==> config.mk <==
export PLATFORM = sky130hd
export DESIGN_NAME = mc_control
export DESIGN_NICKNAME = d
export VERILOG_FILES = /design/src/rtl/wisc_pkg.sv /design/src/rtl/mc_control_br_cond.sv /design/src/rtl/mc_control.sv
export SDC_FILE = /design/constraint.sdc
export NUM_CORES = 1
export LEC_CHECK = 0
export BUFFER_PORTS_ARGS = -buffer_cell sky130_fd_sc_hd__buf_2
export CORE_MARGIN = 1.5
export CORE_UTILIZATION = 44
export CTS_BUF_LIST = sky130_fd_sc_hd__clkbuf_4 sky130_fd_sc_hd__clkbuf_8 sky130_fd_sc_hd__clkbuf_16
export DETAILED_ROUTE_END_ITERATION = 16
export PLACE_DENSITY = 0.74
export SYNTH_ARGS = -nofsm -noshare
export SYNTH_HDL_FRONTEND = slang
export SYNTH_SLANG_ARGS = --single-unit
==> constraint.sdc <==
create_clock -name clk -period 1.25 [get_ports clk]
set_clock_uncertainty 0.1 [all_clocks]
set_input_delay 0.125 -clock clk [delete_from_list [all_inputs] [get_ports clk]]
set_output_delay 0.125 -clock clk [all_outputs]
set_load 0.005 [all_outputs]
==> src/rtl/wisc_pkg.sv <==
// Shared opcode map, controller state encoding and branch-condition codes
// for the WISC multicycle control unit.
package wisc_pkg;

    // Opcode map
    localparam logic [3:0] OPC_ADD    = 4'h0;
    localparam logic [3:0] OPC_SUB    = 4'h1;
    localparam logic [3:0] OPC_XOR    = 4'h2;
    localparam logic [3:0] OPC_RED    = 4'h3;
    localparam logic [3:0] OPC_SLL    = 4'h4;
    localparam logic [3:0] OPC_SRA    = 4'h5;
    localparam logic [3:0] OPC_ROR    = 4'h6;
    localparam logic [3:0] OPC_PADDSB = 4'h7;
    localparam logic [3:0] OPC_LW     = 4'h8;
    localparam logic [3:0] OPC_SW     = 4'h9;
    localparam logic [3:0] OPC_LLB    = 4'hA;
    localparam logic [3:0] OPC_LHB    = 4'hB;
    localparam logic [3:0] OPC_B      = 4'hC;
    localparam logic [3:0] OPC_BR     = 4'hD;
    localparam logic [3:0] OPC_PCS    = 4'hE;
    localparam logic [3:0] OPC_HLT    = 4'hF;

    // Branch condition codes (flags are {Z,V,N})
    localparam logic [2:0] CCC_NE  = 3'b000;
    localparam logic [2:0] CCC_EQ  = 3'b001;
    localparam logic [2:0] CCC_GT  = 3'b010;
    localparam logic [2:0] CCC_LT  = 3'b011;
    localparam logic [2:0] CCC_GE  = 3'b100;
    localparam logic [2:0] CCC_LE  = 3'b101;
    localparam logic [2:0] CCC_OVF = 3'b110;
    localparam logic [2:0] CCC_UNC = 3'b111;

    typedef enum logic [2:0] {
        FETCH,
        DECODE,
        EXEC,
        MEM,
        WB,
        HALT,
        ERR
    } state_t;

    // Instructions whose ALU B operand is the immediate field
    function automatic logic uses_imm(input logic [3:0] op);
        return op inside {OPC_SLL, OPC_SRA, OPC_ROR, OPC_LW, OPC_SW, OPC_LLB, OPC_LHB};
    endfunction

    // Instructions that update the flag register
    function automatic logic sets_flags(input logic [3:0] op);
        return op inside {OPC_ADD, OPC_SUB, OPC_XOR, OPC_SLL, OPC_SRA, OPC_ROR};
    endfunction

endpackage

==> src/rtl/mc_control_br_cond.sv <==
// Branch-condition evaluator: decides whether a conditional branch is taken
// from the condition field and the current {Z,V,N} flags.
module br_cond
    import wisc_pkg::*;
(
    input  logic [2:0] ccc,
    input  logic [2:0] flags,
    output logic       taken
);

    logic z, v, n;

    assign z = flags[2];
    assign v = flags[1];
    assign n = flags[0];

    // Condition decode
    always_comb begin
        taken = 1'b0;
        case (ccc)
            CCC_NE:  taken = ~z;
            CCC_EQ:  taken = z;
            CCC_GT:  taken = ~z & ~n;
            CCC_LT:  taken = n;
            CCC_GE:  taken = z | ~n;
            CCC_LE:  taken = n | z;
            CCC_OVF: taken = v;
            CCC_UNC: taken = 1'b1;
            default: taken = 1'b0;
        endcase
    end

endmodule

==> src/rtl/mc_control.sv <==
// Multicycle control FSM for the WISC processor: sequences fetch, decode,
// execute, memory and writeback, with a bounded wait on each memory
// handshake that falls into a sticky error state on timeout.
module mc_control
    import wisc_pkg::*;
#(
    parameter int MEM_TO_CYC = 15,
    parameter int CNT_W      = 4
) (
    input  logic       clk,
    input  logic       rst_n,
    input  logic [3:0] opcode,
    input  logic [2:0] ccc,
    input  logic [2:0] flags,
    input  logic       imem_ready,
    input  logic       dmem_ready,
    output logic       imem_req,
    output logic       ir_load,
    output logic       dmem_req,
    output logic       dmem_we,
    output logic       reg_write,
    output logic       alu_src,
    output logic       mem_to_reg,
    output logic       lxb,
    output logic       pcs_sel,
    output logic       flag_we,
    output logic       pc_load,
    output logic       br_taken,
    output logic       halted,
    output logic       err
);

    // Counter value at which one more waiting cycle means timeout
    localparam logic [CNT_W-1:0] CNT_LAST = CNT_W'(MEM_TO_CYC - 1);

    state_t           state_q, state_d;
    logic [CNT_W-1:0] cnt_q, cnt_d;
    logic [3:0]       opc_q, opc_d;
    logic             taken;

    br_cond u_br_cond (
        .ccc   (ccc),
        .flags (flags),
        .taken (taken)
    );

    // State, wait counter and latched opcode registers
    always_ff @(posedge clk or negedge rst_n) begin
        if (!rst_n) begin
            state_q <= FETCH;
            cnt_q   <= '0;
            opc_q   <= '0;
        end else begin
            state_q <= state_d;
            cnt_q   <= cnt_d;
            opc_q   <= opc_d;
        end
    end

    // Next-state, wait-counter and control-output decode
    always_comb begin
        state_d    = state_q;
        cnt_d      = '0;
        opc_d      = opc_q;
        imem_req   = 1'b0;
        ir_load    = 1'b0;
        dmem_req   = 1'b0;
        dmem_we    = 1'b0;
        reg_write  = 1'b0;
        alu_src    = 1'b0;
        mem_to_reg = 1'b0;
        lxb        = 1'b0;
        pcs_sel    = 1'b0;
        flag_we    = 1'b0;
        pc_load    = 1'b0;
        br_taken   = 1'b0;
        halted     = 1'b0;
        err        = 1'b0;

        case (state_q)
            FETCH: begin
                // Reset holds the FSM in FETCH, so the fetch strobes are
                // gated by rst_n to keep every output low during reset.
                imem_req = rst_n;
                if (imem_ready) begin
                    ir_load = rst_n;
                    state_d = DECODE;
                end else if (cnt_q == CNT_LAST) begin
                    state_d = ERR;
                end else begin
                    cnt_d = cnt_q + 1'b1;
                end
            end

            DECODE: begin
                opc_d   = opcode;
                state_d = (opcode == OPC_HLT) ? HALT : EXEC;
            end

            EXEC: begin
                alu_src = uses_imm(opc_q);
                case (opc_q)
                    OPC_LW, OPC_SW: state_d = MEM;
                    OPC_B, OPC_BR: begin
                        pc_load  = 1'b1;
                        br_taken = taken;
                        state_d  = FETCH;
                    end
                    default: begin
                        flag_we = sets_flags(opc_q);
                        state_d = WB;
                    end
                endcase
            end

            MEM: begin
                dmem_req = 1'b1;
                dmem_we  = (opc_q == OPC_SW);
                alu_src  = uses_imm(opc_q);
                if (dmem_ready) begin
                    if (opc_q == OPC_SW) begin
                        pc_load = 1'b1;
                        state_d = FETCH;
                    end else begin
                        state_d = WB;
                    end
                end else if (cnt_q == CNT_LAST) begin
                    state_d = ERR;
                end else begin
                    cnt_d = cnt_q + 1'b1;
                end
            end

            WB: begin
                reg_write  = 1'b1;
                pc_load    = 1'b1;
                alu_src    = uses_imm(opc_q);
                mem_to_reg = (opc_q == OPC_LW);
                lxb        = (opc_q == OPC_LLB) || (opc_q == OPC_LHB);
                pcs_sel    = (opc_q == OPC_PCS);
                state_d    = FETCH;
            end

            HALT: halted = 1'b1;

            ERR: err = 1'b1;

            default: state_d = FETCH;
        endcase
    end

endmodule

==> results.toml, run 1 <==
[timing]
drv_slew = 0
worst_pin_slew_ns = 0.432
period_share_pct = 136
max_freq_mhz = 586
finalSetupViolCount = 25
setup_ws_ns = -0.456
period_needed_ns = 1.71
slew_headroom_pct = 71.0
final_hold_viol_count = 0
fin_hold_ws_ns = 0.0316
rsz0062_at_grt = "true"

[route]
initialDrtViolationCount = 34
routedWlPerCell_um = 18.6
post_drt_via_cell_ratio = 5.85
routed_wl_um = 3180
drc = 0
drtPass1Iterations = 4
antenna_left = 0
via_count = 1000

[floorplanning]
coreArea_sq_mm = 0.00175
die_w_um = 46.5
io_pins = 28
initial_core_util_pct = 47.7
rows = 15
dieHeight_um = 46.5
dieArea_sq_mm = 0.00216

[setup_path]
required_ns = 1.02
arrival_ns = 1.48
crit_path_max_fanout = 5
endpoint_kind = "output port"
crit_type = "flip-flop to output port"
start_kind = "flip-flop"

[grt]
grt_pass1_vias = 972
grt_antenna_before_repair = 0
grt_pass1_wl_um = 4460
grt-ovfl-total = 0
grtUsageTotal_pct = 29.9
grt_max_degree = 12

[min_path]
min_path_type = "input port to flip-flop"

[synthesis]
ys_seq_elements = 11
syn_inst = 86
synth-edff-count = 0
synth_fp_nets = 102
avgSynthCellArea_sq_um = 9.67
yosys_warnings = 0
ys.flop_type = "dfrtp_1"
synthArstFlopShare_pct = 100
synthDistinctLibCells = 43
synth_area_sq_um = 832
seq_area_frac_synth_pct = 33.1

[finish]
syn_to_final_growth_pct = 74.6
num_antenna_cells = 0
final_cells = 171
finish.utilization_pct = 83.2
drive_above_1_share_pct = 69.9
nets = 163
final_cell_area_sq_mm = 0.00145

[flow_run]
drv_cap = 0

[place]
place.gp.congestion = 0.815
place_inst = 157
dpl_cell_area_sq_mm = 0.00115
port_buffers = 27
dp_hpwl_um = 1850

[clocking]
clock-root-buffer = "clkbuf_4"
cts-htree-levels = 1
clockBufferDepth = 2
clk_latency_ns = 0.26
clk_pin_slew_worst_paths_ns = 0.07
cts_tree = "yes"
cts.sinks = 11
cts_buffers = 3

[power]
power.total_w = 0.00303
leakagePower_nw = 0.697
ir_drop_mv = 1.50
power_density_mw_per_mm2 = 2080

[status]
violations = "setup timing"
status = "complete, but fails checks"
## cells in the mapped netlist, types with 2 or more instances
library cell,instances,area (sq um)
dfrtp_1,11,275
nor2_1,7,26.3
mux2_2,5,56.3
and3_1,4,25.0
inv_1,4,15.0
nand2_1,4,15.0
nand3_1,4,20.0
a21oi_1,3,15.0
a32oi_1,2,17.5
and2_1,2,12.5
buf_4,2,15.0
ha_1,2,25.0
mux2i_1,2,20.0
nand4_1,2,12.5
nor3_1,2,10.0
nor3b_1,2,15.0
nor3b_2,2,25.0
## final timing paths
kind	startpoint	endpoint	slack (ns)	cells after the start
hold / removal	opcode[0]	opc_q[0]	0.03	2
max in group asynchronous	rst_n	state_q[2]	0.65	3
min in group asynchronous	rst_n	opc_q[2]	0.24	3
setup / recovery	state_q[2]	br_taken	-0.46	4
hold reg to reg	cnt_q[0]	cnt_q[0]	0.43	2
setup reg to reg	state_q[1]	opc_q[0]	-0.27	4
## cells in the final DEF (no fill, tap or decap), types with 3 or more instances in the layout
master    synthesis  layout
nor3b_2           2       4
dfrtp_1          11       7
nand2_1           4       3
buf_4             2      21
clkbuf_4          0       4
nor2_1            7       4
dfrtp_2           0       4
buf_2             1      23
mux2_4            0       4
buf_6             0      14
inv_2             1       3
nand3_1           4       4
## logic make-up after synthesis
kind of cell / after synthesis / synth area share, %
multiplexers: 7 / 9.17
buffers and inverters: 8 / 4.66
AND/OR/NAND/NOR: 38 / 29.3
AO/OA/AOI/OAI: 18 / 18.6
XOR/XNOR: 2 / 2.11
flip-flops: 11 / 33.1
adder cells (fa/ha/maj): 2 / 3.01
## flip-flops by register name, indices dropped and copies added, names as in the netlist
name	flops
cnt_q	4
opc_q	4
state_q	3
## layer usage
layer  global-route usage [%]  share of wire (%)  up-vias
li1                         -                  -      443
met1                     35.9                 40      485
met2                     51.9                 50       58
met3                     3.14                6.2       14
met4                     15.4                3.6        0
met5                        0                  0        -
## where the power goes
part           switching, W  internal, W
Sequential         0.000214     0.000497
Clock              0.000110     0.000145
Combinational      0.000898      0.00116
## metrics by stage
stage	TNS, ns	setup WS [ns]
floorplan	-0.0521	-0.0130
global route	-7.97	-0.502
global placement	-1.33	-0.145
detailed placement	-1.95	-0.170
CTS	-5.62	-0.346
finish	-6.89	-0.456
## repair_timing
item | 4_1_cts | 5_1_grt
hold buffers | 1 | 0
endpoints found under the hold margin | 11 | 0
gates resized for setup | 17 | 35
setup endpoints to repair | 25 | 25
pin swaps | 8 | 18
buffers inserted | 9 | 7
## layout make-up
cell class	instances	area, sq um
inverters	5	18.8
flip-flops and latches	11	280
well taps	25	31.3
fillers	94	293
clock buffers	4	30.0
multi-input cells	67	652
repair buffers	59	440
## worst max-delay path: stages (launching register included)
cell and delay [ns]:
dfrtp_2 0.46, nor3b_2 0.22, nand4b_1 0.18, a211oi_2 0.20, buf_2 0.16
Note: power is estimated with default switching activity, not from simulation.
==> run 2: changes to the inputs <==
- CORE_UTILIZATION: 44 -> 45
- MAX_ROUTING_LAYER: unset -> met4
- PLACE_DENSITY: 0.74 -> 0.75
- SYNTH_HIERARCHICAL: unset -> 1
==> results.toml, run 2 <==
[grt]
grt_pass1_vias = 867
grt_max_degree = 12
grt-ovfl-total = 0
grtUsageTotal_pct = 27.0
grt_pass1_wl_um = 3930
grt_antenna_before_repair = 0

[setup_path]
r2r-start = "opc_q[1]"
crit_type = "flip-flop to output port"
crit_path_max_fanout = 7
arrival_ns = 1.47
worstSetupEndpoint = "pc_load"
ff2ff_setup_slack_ns = -0.27
start_kind = "flip-flop"
r2r-end = "state_q[2]"
required_ns = 1.02
worst_r2r_path_depth = 4
endpoint_kind = "output port"
crit_path_start = "state_q[0]"

[floorplanning]
io_pins = 28
dieArea_sq_mm = 0.00224
die_w_um = 47.4
dieHeight_um = 47.4
coreArea_sq_mm = 0.00178
initial_core_util_pct = 49.7
rows = 15

[synthesis]
synthArstFlopShare_pct = 100
synth-edff-count = 0
avgSynthCellArea_sq_um = 9.42
ys_seq_elements = 11
yosys_warnings = 6
synth_most_common_cell = "dfrtp_1"
netlist_top_cells_area = "dfrtp_1 31%, mux2_2 5.1%, mux2i_1 3.4%, ha_1 2.8%, nand2b_1 2.8%"
synthDistinctLibCells = 43
synth_area_sq_um = 886
synth_top_area_share_pct = 31.1
seq_area_frac_synth_pct = 31.1
ys.flop_type = "dfrtp_1"
syn_inst = 94
yosysTopAreaCell = "dfrtp_1"
synth_fp_nets = 110
ys_top_cells_by_count = "11 x dfrtp_1, 6 x nand2_1, 5 x inv_1"

[route]
initialDrtViolationCount = 19
via_count = 964
routed_wl_um = 2720
drtPass1Iterations = 4
drc = 0
routedWlPerCell_um = 15.1
antenna_left = 0
post_drt_via_cell_ratio = 5.36

[finish]
syn_to_final_growth_pct = 67.8
mostFrequentLayoutCells = "27 x buf_2, 19 x buf_4, 12 x buf_6"
finish.utilization_pct = 83.4
nets = 172
drive_above_1_share_pct = 60.6
final_common_cell = "buf_2"
num_antenna_cells = 0
reg_top3 = "cnt_q x4, opc_q x4, state_q x3"

[status]
status = "complete, but fails checks"
violations = "setup timing"

[power]
power_density_mw_per_mm2 = 2140
leakagePower_nw = 0.711
power.total_w = 0.00318
ir_drop_mv = 1.65

[timing]
rsz0062_at_grt = "true"
final_hold_viol_count = 0
period_share_pct = 135
setup_ws_ns = -0.444
max_freq_mhz = 590
slew_headroom_pct = 79.3
finalSetupViolCount = 25
period_needed_ns = 1.69
drv_slew = 0
worst_pin_slew_ns = 0.310

[clocking]
cts_buffers = 3
clock-root-buffer = "clkbuf_4"
clk_latency_ns = 0.27
cts-htree-levels = 1
cts.sinks = 11
clk_pin_slew_worst_paths_ns = 0.07
clockBufferDepth = 2
cts_tree = "yes"

[place]
place.gp.congestion = 0.828
dp_slack_ns = -0.156
port_buffers = 27
dp_hpwl_um = 1710

[min_path]
hold_start = "opcode[1]"
min_path_type = "input port to flip-flop"

[flow_run]
drv_cap = 0
## run 2: metrics by stage
step	instance area (sq um)	TNS [ns]	std cells	hold WS [ns]
detailed placement	1220	-1.79	163	-0.0276
global placement	1220	-1.33	163	-0.0311
CTS	1420	-5.89	177	0.000498
finish	1490	-6.62	180	0.00499
floorplan	933	-0.144	94	-0.271
global route	1490	-7.74	180	0.00858
## run 2: cells by family (layout without fill, tap and decap cells)
family | after synthesis | count (layout) | synth area share [%]
and+or+nand+nor | 44 | 44 | 32.9
AOI/OAI and AO/OA | 18 | 18 | 16.7
DFF | 11 | 11 | 31.1
buffers and inverters | 10 | 71 | 6.07
muxes | 7 | 7 | 8.47
adders and majority gates | 2 | 2 | 2.82
xor gates and xnor gates | 2 | 2 | 1.98
## run 2: timing repair
item | 4_1_cts | 5_1_grt
hold buffers | 3 | 0
pin swaps | 7 | 5
hold endpoints to repair | 13 | 0
endpoints found under the setup margin | 25 | 25
buffers inserted | 7 | 4
gates resized for setup | 24 | 9
## run 2: how the worst min path moves through the flow
| stage | endpoint | cells past startpoint |
|---|---|---|
| finish | opc_q[1] | 2 |
| global placement | cnt_q[3] | 2 |
| floorplan | cnt_q[0] | 0 |
| global route | opc_q[1] | 2 |
| detailed placement | state_q[2] | 2 |
| CTS | opc_q[1] | 2 |
## run 2: layout make-up
type	count	area [sq um]
clock buffers	4	30.0
fillers	100	297
inverters	6	25.0
multi-input cells	73	678
flip-flops and latches	11	279
well taps	25	31.3
repair buffers	61	443
## run 2: metal layers
metal  vias to the layer above  track usage [%]  wire length, um  share of wire, %
met5                         -                -                0                 0
met2                        35             43.5             1320                49
met3                         8             5.38              103               3.8
met4                         0             11.7               51               1.9
li1                        465                -                -                 -
met1                       456             32.2             1240                46
## run 2: critical path, cell delays in order (launching register included)
cell	delay (ns)
dfrtp_2	0.48
nor4bb_2	0.33
a31oi_1	0.08
o21ai_1	0.16
buf_2	0.14
## run 2: power by group
part           internal (W)  total (W)  switching (W)
registers          0.000499   0.000698       0.000200
logic               0.00125    0.00222       0.000968
clock network      0.000145   0.000269       0.000123
==> run 3: changes to the inputs <==
- CORE_ASPECT_RATIO: unset -> 1.2
==> results.toml, run 3 (same netlist as run 2, synthesis figures left out) <==
[status]
status = "complete, but fails checks"
violations = "setup timing"

[grt]
grt_max_degree = 12
grtUsageTotal_pct = 29.7
grt_pass1_vias = 1058
grt-ovfl-total = 0
grt_antenna_before_repair = 0
grt_pass1_wl_um = 4750

[floorplanning]
initial_core_util_pct = 47.9
coreArea_sq_mm = 0.00185
io_pins = 28
dieArea_sq_mm = 0.00224
dieHeight_um = 51.6
die_w_um = 43.5
rows = 17

[route]
routed_wl_um = 3350
routedWlPerCell_um = 18.3
via_count = 1070
drc = 0
post_drt_via_cell_ratio = 5.85
initialDrtViolationCount = 22
drtPass1Iterations = 4
antenna_left = 0

[flow_run]
drv_cap = 0

[timing]
finalSetupViolCount = 25
drv_slew = 0
slew_headroom_pct = 78.7
worst_pin_slew_ns = 0.319
max_freq_mhz = 576
rsz0062_at_grt = "true"
period_share_pct = 139
final_hold_viol_count = 0
fin_hold_ws_ns = 0.157
setup_ws_ns = -0.486
period_needed_ns = 1.74
setup_tns_ns = -7.66

[setup_path]
start_kind = "flip-flop"
path_cells = "and4bb_1, a31oi_1, o21ai_1, buf_2"
arrival_ns = 1.51
path_delay_family = "flip-flops"
slowest_delay_ns = 0.46
crit_path_max_fanout = 6
cp_num_buf_inv = 1
required_ns = 1.02
cp_slowest_cell = "dfrtp_2"
crit_type = "flip-flop to output port"
endpoint_kind = "output port"

[finish]
nets = 181
mostFrequentLayoutCells = "24 x buf_2, 23 x buf_4, 17 x buf_6"
final_cell_area_sq_mm = 0.00164
nFillCells = 81
syn_to_final_growth_pct = 85.2
drive_above_1_share_pct = 67.7
reg_top3 = "cnt_q x4, opc_q x4, state_q x3"
final_common_cell = "buf_2"
num_antenna_cells = 0

[clocking]
clk_pin_slew_worst_paths_ns = 0.08
cts_buffers = 3
cts_tree = "yes"
clock-root-buffer = "clkbuf_4"
clockBufferDepth = 2
cts-htree-levels = 1
clk_latency_ns = 0.27
cts.sinks = 11

[power]
power_density_mw_per_mm2 = 2190
leakagePower_nw = 0.768
ir_drop_mv = 1.47

[place]
dpl_cell_area_sq_mm = 0.00121
place.gp.congestion = 0.788
dp_hpwl_um = 1730
port_buffers = 27

[min_path]
min_path_type = "input port to flip-flop"
[run 3: worst reg2reg max path: cells and delay by family, from the launching register on]
kind | cells | cell delay, ns
muxes | 1 | 0.30
and+or+nand+nor | 1 | 0.18
buffers and inverters | 3 | 0.46
DFF | 1 | 0.44
[run 3: layout make-up]
class	instances	area [sq um]	share of cell area, %
clock buffers	3	22.5	1.37
inverters	6	25.0	1.53
multi-input cells	73	727	44.3
clock inverters	1	5.00	0.305
repair buffers	70	554	33.8
flip-flops and latches	11	283	17.2
well taps	19	23.8	1.45
[run 3: per-layer routing]
layer,share of wire (%),global-route usage [%],up-vias,wire (um)
met4,4.7,18.7,0,157
met2,53,49.8,43,1770
met3,3.3,2.08,15,112
met5,0,-,-,0
met1,39,34.2,523,1310
li1,-,-,489,-
[run 3: worst paths after layout]
kind                            startpoint          to  slack, ns  cells after the start
worst max-delay path              opc_q[1]     pc_load      -0.49                      4
worst min-delay path             opcode[0]  state_q[1]       0.16                      4
worst max register to register  state_q[1]    opc_q[1]      -0.34                      5
worst min register to register    cnt_q[1]    cnt_q[1]       0.46                      2
max in group asynchronous            rst_n    opc_q[1]       0.65                      3
min in group asynchronous            rst_n    cnt_q[2]       0.24                      3
[run 3: stage by stage]
step	std cells	power, W	setup WS [ns]	util (%)
after floorplan	94	0.00162	-0.0349	-
after global placement	155	0.00216	-0.116	65.4
after detailed placement	155	0.00222	-0.166	65.4
after CTS	173	0.00295	-0.376	77.9
after global routing	183	0.00377	-0.547	88.6
final	183	0.00359	-0.486	88.6
[run 3: timing repair]
| item | 4_1_cts | 5_1_grt |
|---|---|---|
| setup endpoints to repair | 25 | 25 |
| endpoints found under the hold margin | 15 | 0 |
| gates resized for setup | 25 | 30 |
| pin swaps | 6 | 12 |
| hold buffers | 5 | 0 |
| buffers inserted | 9 | 11 |
[run 3: where the power goes]
group	internal, W	switching (W)	leakage [nW]
clock	0.000119	0.000131	0.0177
combinational	0.00148	0.00116	0.617
sequential	0.000508	0.000194	0.133
